<file path="src/rtl/game_flow_controller.sv">
// game_flow_controller: top-level game sequencing FSM.
// The flow is PRE_GAME -> COUNTDOWN -> IN_GAME <-> PAUSED -> POST_GAME.
// Player HP and exit flags decide when a round ends and who won it.
// All timers advance on the frame tick. Button inputs are levels;
// only their rising edges are acted on.

package game_flow_pkg;
  typedef enum logic [2:0] {
    PRE_GAME  = 3'd0,
    COUNTDOWN = 3'd1,
    IN_GAME   = 3'd2,
    PAUSED    = 3'd3,
    POST_GAME = 3'd4
  } state_t;
endpackage

module game_flow_controller
  import game_flow_pkg::*;
#(
  parameter int NUM_PLAYERS     = 2,
  parameter int HP_W            = 4,
  parameter int COUNTDOWN_TICKS = 180,
  parameter int POST_TIMEOUT    = 600,
  parameter int ROUND_W         = 4
) (
  input  logic                                      Clk,
  input  logic                                      Reset_n,
  input  logic                                      tick,
  input  logic                                      game_start,
  input  logic                                      game_pause,
  input  logic                                      game_restart,
  input  logic                                      game_menu,
  input  logic [NUM_PLAYERS-1:0]                    player_exit,
  input  logic [NUM_PLAYERS*HP_W-1:0]               hp,
  output logic [2:0]                                game_state,
  output logic                                      game_reset,
  output logic                                      score_reset,
  output logic                                      freeze,
  output logic [$clog2(COUNTDOWN_TICKS+1)-1:0]      cd_value,
  output logic [3:0]                                winner,
  output logic [ROUND_W-1:0]                        round_count
);

  localparam int CD_W = $clog2(COUNTDOWN_TICKS + 1);
  // Keep the post timer at least one bit wide when the timeout is disabled.
  localparam int PT_W = (POST_TIMEOUT > 0) ? $clog2(POST_TIMEOUT + 1) : 1;
  localparam logic [CD_W-1:0] CD_LOAD = CD_W'(COUNTDOWN_TICKS);
  localparam logic [PT_W-1:0] PT_LAST = PT_W'((POST_TIMEOUT > 0) ? POST_TIMEOUT - 1 : 0);

  state_t            state, nxt_state;
  logic [CD_W-1:0]   nxt_cd;
  logic [PT_W-1:0]   post_cnt, nxt_post;
  logic [ROUND_W-1:0] nxt_round;
  logic [3:0]        nxt_winner;
  logic              nxt_game_reset, nxt_score_reset, nxt_freeze;

  logic prev_start, prev_pause, prev_restart, prev_menu;
  logic start_edge, pause_edge, restart_edge, menu_edge;
  logic [3:0] alive_cnt;
  logic [3:0] first_alive;
  logic       end_cond;

  assign game_state = state;

  // Button history. It resets to 1, so a button held through reset makes no edge.
  always_ff @(posedge Clk or negedge Reset_n) begin
    if (!Reset_n) begin
      prev_start   <= 1'b1;
      prev_pause   <= 1'b1;
      prev_restart <= 1'b1;
      prev_menu    <= 1'b1;
    end else begin
      // NOTE: sequential state uses non-blocking assignments so that every
      // register samples values from before the edge.
      prev_start   <= game_start;
      prev_pause   <= game_pause;
      prev_restart <= game_restart;
      prev_menu    <= game_menu;
    end
  end

  assign start_edge   = game_start   & ~prev_start;
  assign pause_edge   = game_pause   & ~prev_pause;
  assign restart_edge = game_restart & ~prev_restart;
  assign menu_edge    = game_menu    & ~prev_menu;

  // Count the live players and find the lowest-index one still standing.
  always_comb begin
    alive_cnt   = '0;
    first_alive = 4'hF;
    for (int i = NUM_PLAYERS - 1; i >= 0; i--) begin
      if (!player_exit[i] && hp[i*HP_W +: HP_W] != '0) begin
        alive_cnt   = alive_cnt + 1'b1;
        first_alive = 4'(i);
      end
    end
  end

  assign end_cond = (NUM_PLAYERS >= 2) ? (alive_cnt <= 4'd1) : (alive_cnt == 4'd0);

  // Next-state and datapath decision, followed by the Moore output decode of the next state.
  always_comb begin
    // NOTE: every comb output gets a default first, so no path leaves a
    // value unassigned and no latch is inferred.
    nxt_state  = state;
    nxt_cd     = cd_value;
    nxt_post   = post_cnt;
    nxt_round  = round_count;
    nxt_winner = winner;

    case (state)
      PRE_GAME: begin
        if (start_edge) begin
          nxt_state = COUNTDOWN;
          nxt_cd    = CD_LOAD;
        end
      end
      COUNTDOWN: begin
        if (menu_edge) begin
          nxt_state = PRE_GAME;
        end else if (tick) begin
          if (cd_value <= CD_W'(1)) begin
            nxt_state = IN_GAME;
            nxt_cd    = '0;
            if (round_count != '1) nxt_round = round_count + 1'b1;
          end else begin
            nxt_cd = cd_value - 1'b1;
          end
        end
      end
      IN_GAME: begin
        if (end_cond) begin
          nxt_state  = POST_GAME;
          nxt_winner = first_alive;
          nxt_post   = '0;
        end else if (pause_edge) begin
          nxt_state = PAUSED;
        end
      end
      PAUSED: begin
        if (menu_edge)       nxt_state = PRE_GAME;
        else if (pause_edge) nxt_state = IN_GAME;
      end
      POST_GAME: begin
        if (restart_edge) begin
          nxt_state = COUNTDOWN;
          nxt_cd    = CD_LOAD;
        end else if (menu_edge) begin
          nxt_state = PRE_GAME;
        end else if (POST_TIMEOUT != 0 && tick) begin
          if (post_cnt == PT_LAST) nxt_state = PRE_GAME;
          else                     nxt_post  = post_cnt + 1'b1;
        end
      end
      default: nxt_state = PRE_GAME;
    endcase

    // Any entry into PRE_GAME, including recovery from an illegal encoding, starts from a clean slate.
    if (nxt_state == PRE_GAME) begin
      nxt_cd     = '0;
      nxt_post   = '0;
      nxt_round  = '0;
      nxt_winner = 4'hF;
    end

    nxt_game_reset  = 1'b1;
    nxt_score_reset = 1'b1;
    nxt_freeze      = 1'b0;
    case (nxt_state)
      IN_GAME:   begin nxt_game_reset = 1'b0; nxt_score_reset = 1'b0; end
      PAUSED:    begin nxt_game_reset = 1'b0; nxt_score_reset = 1'b0; nxt_freeze = 1'b1; end
      POST_GAME: nxt_score_reset = 1'b0;
      default:   ;
    endcase
  end

  // State, timers and registered outputs. Reset takes effect immediately, without waiting for a clock.
  always_ff @(posedge Clk or negedge Reset_n) begin
    if (!Reset_n) begin
      state       <= PRE_GAME;
      cd_value    <= '0;
      post_cnt    <= '0;
      round_count <= '0;
      winner      <= 4'hF;
      game_reset  <= 1'b1;
      score_reset <= 1'b1;
      freeze      <= 1'b0;
    end else begin
      state       <= nxt_state;
      cd_value    <= nxt_cd;
      post_cnt    <= nxt_post;
      round_count <= nxt_round;
      winner      <= nxt_winner;
      game_reset  <= nxt_game_reset;
      score_reset <= nxt_score_reset;
      freeze      <= nxt_freeze;
    end
  end

endmodule

</file>
<file path="config.mk">
export PLATFORM = sky130hd
export DESIGN_NAME = game_flow_controller
export DESIGN_NICKNAME = d
export VERILOG_FILES = /design/src/rtl/game_flow_controller.sv
export SDC_FILE = /design/constraint.sdc
export NUM_CORES = 1
export LEC_CHECK = 0
export BUFFER_PORTS_ARGS = -buffer_cell sky130_fd_sc_hd__buf_4
export CORE_ASPECT_RATIO = 0.8
export CORE_MARGIN = 4
export CORE_UTILIZATION = 60
export CTS_CLUSTER_SIZE = 8
export DETAILED_ROUTE_END_ITERATION = 12
export HOLD_SLACK_MARGIN = 0.1
export PLACE_DENSITY = 0.85
export SYNTH_ARGS = -nofsm -noshare
export SYNTH_HDL_FRONTEND = slang
export SYNTH_SLANG_ARGS = --single-unit
</file>
<file path="constraint.sdc">
create_clock -name Clk -period 3.81 [get_ports Clk]
set_input_delay 0.381 -clock Clk [delete_from_list [all_inputs] [get_ports Clk]]
set_output_delay 0.381 -clock Clk [all_outputs]
set_load 0.02 [all_outputs]
</file>
==> key figures <==
Place
  – Area post-placement: 0.002372 mm^2
  – GPL Wtd Cong: 0.8863
  – DP Wirelength: 3383 um
  – PortBufs: 38

Power
  – Sw Share: 43.98%
  – Sequential Power Share: 32.3%
  – Combinational fraction of design power: 49.6%
  – P_leak: 1.035 nW
  – Max IR drop VDD: 0.4226 mV
  – Overall Power: 1.517 mW
  – Clock share of power: 18.1%
  – PwrDens: 613.1 mW/mm^2
  – Int Power: 0.8496 mW
  – Net Switching: 0.6670 mW

Setup path
  – Critical Path RT: 4020 ps
  – Setup crit end: winner[2]
  – Crit path max-delay family: compound AO/OA/AOI/OAI gates
  – RR Startpoint: cd_value[0]
  – Worst-path maximum fanout: 24
  – Slowest cell delay on critical path: 640 ps
  – CP Capture Type: register
  – Critical path depth in cells: 8
  – CP Cell Sequence: inv_1, ha_1, nor2_1, or3_4, nor2_1, o221a_2, inv_1, o221ai_1
  – Worst Path Arrival: 2730 ps
  – Startpoint types: register
  – WS Path Type: reg -> reg
  – Crit Reg-Reg Endpoint: winner[2]
  – CP max stage cell: o221a_2
  – Reg-to-reg slack, setup: 1290 ps
  – Worst-case reg-to-reg path depth: 8
  – CP Launch Point: cd_value[0]
  – Crit path buf inv count: 2

STA
  – Hold slack: 206.3 ps
  – Clock Skew: 7.243 ps
  – Final hold vios: 0
  – Worst slew pin tran: 722.6 ps
  – Setup TNS: 0 ps
  – Achievable clock frequency: 396.6 MHz
  – Min Clock Period, post-route: 2521 ps
  – Slew HR: 51.41%
  – RSZ-0062 raised after global routing: no
  – Endpoints failing setup: 0
  – Pins over their slew limit: 0
  – Final period utilization: 66.18%

Global route
  – Largest net degree at the start of global routing: 35
  – Met3 global-route usage: 5.795%
  – GRT Total Usage: 24.02%
  – Global-route wire length before repair: 8148 um
  – Busiest grt layer: met1
  – Met1 Use GR: 35.07%
  – Initial antenna violation count: 0
  – Vias in the first global route: 1707
  – Grt met2 use: 34.85%
  – Gr ovfl total: 0

Detailed routing
  – Iteration-0 DRC count of the detailed router: 130
  – DR vias: 1858
  – DRC violations left: 0
  – Pre-antenna DRT Iters: 4
  – Antenna viol nets, final: 0
  – Routed WL: 4879 um
  – Wirelength per Cell: 16.71 um
  – Vias/cell: 6.363

Clock tree
  – TritonCTS clock tree: built
  – Maximum clock insertion buffer count: 2
  – Worst skew pair latency: 290 ps
  – Clock root cell: clkbuf_8
  – TritonCTS Sinks: 34
  – H-tree depth: 2
  – Clock buffer count from CTS: 5
  – CTS clk-pin slew, worst paths: 70 ps

Yosys
  – Mapped Area: 0.002103 mm^2
  – Syn Area/Cell: 9.828 um^2
  – Leading area contributor after synthesis: dfrtp_1
  – Post-synthesis async set-or-reset flop share: 100.0%
  – Synth top area cells: dfrtp_1 (31%), dfstp_2 (10%), a22oi_2 (4.8%)
  – Synth cell types: 55
  – Most frequent cell after synthesis: dfrtp_1
  – Syn_nets: 235
  – Post-synthesis sequential area ratio: 40.93%
  – Share of the synthesized area in the top cell type: 30.93%
  – Ys flop type: dfrtp_1
  – Commonest cells post-synth: dfrtp_1 (26), o21ai_0 (16), nand2_1 (15)
  – Post-Synthesis Cells: 214
  – Synthesis Warnings: 0
  – FF+latch count, synth: 34
  – Post-synth EDFFs: 0

Finish
  – Final net count: 272
  – Core Util, Final: 76.81%
  – Seq. cell area: 860.8 um^2
  – Antenna Cells: 0
  – Area of the multi-input gates: 0.001125 mm^2
  – Layout cells sized above 1: 31.35%
  – Fin area: 0.002474 mm^2
  – Number of fill cells: 233
  – Synth-to-Final Area Change: 17.61%

Floorplan
  – Num rows: 18
  – Core area: 0.003221 mm^2
  – Die Wd: 74.20 um
  – Starting Density: 65.31%
  – Die footprint: 0.004523 mm^2
  – Io pins: 39
  – Die height: 60.96 um

Status
  – Status: finished, final reports clean

Job
  – Max-cap viol count: 0

Min path
  – Hold Path Class: in -> reg
==> power by group through the flow <==
stage	logic, mW	registers [mW]	clock network, mW
after floorplan	0.575	0.517	0
after global placement	0.739	0.489	0
after detailed placement	0.746	0.495	0
after CTS	0.750	0.489	0.281
after global routing	0.812	0.498	0.299
final	0.752	0.490	0.275
==> worst min path at each step <==
stage                    start     endpoint  cells after the start
finish              game_pause   prev_pause                      1
global route        game_pause   prev_pause                      1
CTS                 game_pause   prev_pause                      1
detailed placement     Reset_n       freeze                      1
global placement       Reset_n       freeze                      1
floorplan              Reset_n  cd_value[0]                      0
==> routing by layer <==
metal | up-vias | routed length (um)
li1 | 877 | -
met1 | 887 | 2275
met2 | 89 | 2030
met3 | 5 | 523
met4 | 0 | 50
met5 | - | 0
==> through the flow <==
stage | worst slack (ps) | std cells
finish | 1289 | 292
global route | 1058 | 292
CTS | 1292 | 292
detailed placement | 1304 | 283
global placement | 1381 | 283
floorplan | 1689 | 214
==> state kept, by name (all words and copies together) (netlist names) <==
signal	count
prev_start	1
round_count	4
prev_menu	1
game_reset	1
freeze	1
game_state	3
prev_pause	1
prev_restart	1
post_cnt	10
winner	2
cd_value	8
score_reset	1
==> worst register-to-register path, cell delays in order, from the launching register on <==
cell      delay, ps
dfrtp_1         430
inv_1           100
ha_1            230
nor2_1           90
or3_4           430
nor2_1          130
o221a_2         640
inv_1           160
o221ai_1        230
==> cell families (layout without fill, tap and decap cells) <==
family,after synthesis,after routing,synth area share (%)
muxes,2,2,0.9519
AOI/OAI and AO/OA,62,62,23.97
buffers and inverters,20,58,5.592
and+or+nand+nor,89,89,24.93
adders and majority gates,4,4,2.380
DFF,34,34,40.93
xor gates and xnor gates,3,3,1.249
==> cell usage in the layout (no fill, tap or decap), types with 3 or more instances in the layout <==
cell type  netlist  routed
buf_4            3      40
dfrtp_1         26      26
o21ai_0         16      16
nand2_1         15      15
nor2_1          10      10
a21oi_1         10      10
nand2b_1         9       9
nand3_1          9       9
nor4_1           9       9
inv_1            8       8
nor3_1           8       8
a22oi_2          8       8
dfstp_2          8       8
clkbuf_8         0       6
nor2b_1          5       5
or3_1            4       4
o22ai_1          4       4
ha_1             4       4
or3_4            3       3
nor4b_1          3       3
or4_1            3       3
xnor2_1          3       3
==> area by class of cell <==
class	instances	area share, %
Inverter	9	1.467
Tap cell	40	2.023
Clock inverter	1	0.2023
Clock buffer	7	3.490
Sequential cell	34	34.80
Timing Repair Buffer	41	12.54
Multi-Input combinational cell	160	45.47
==> what timing repair did <==
item,CTS,global route
setup buffers,0,0
hold buffers,1,0
gates resized for setup,0,0
endpoints found under the setup margin,0,0
hold endpoints to repair,26,0
(Power assumes the default switching activity.)
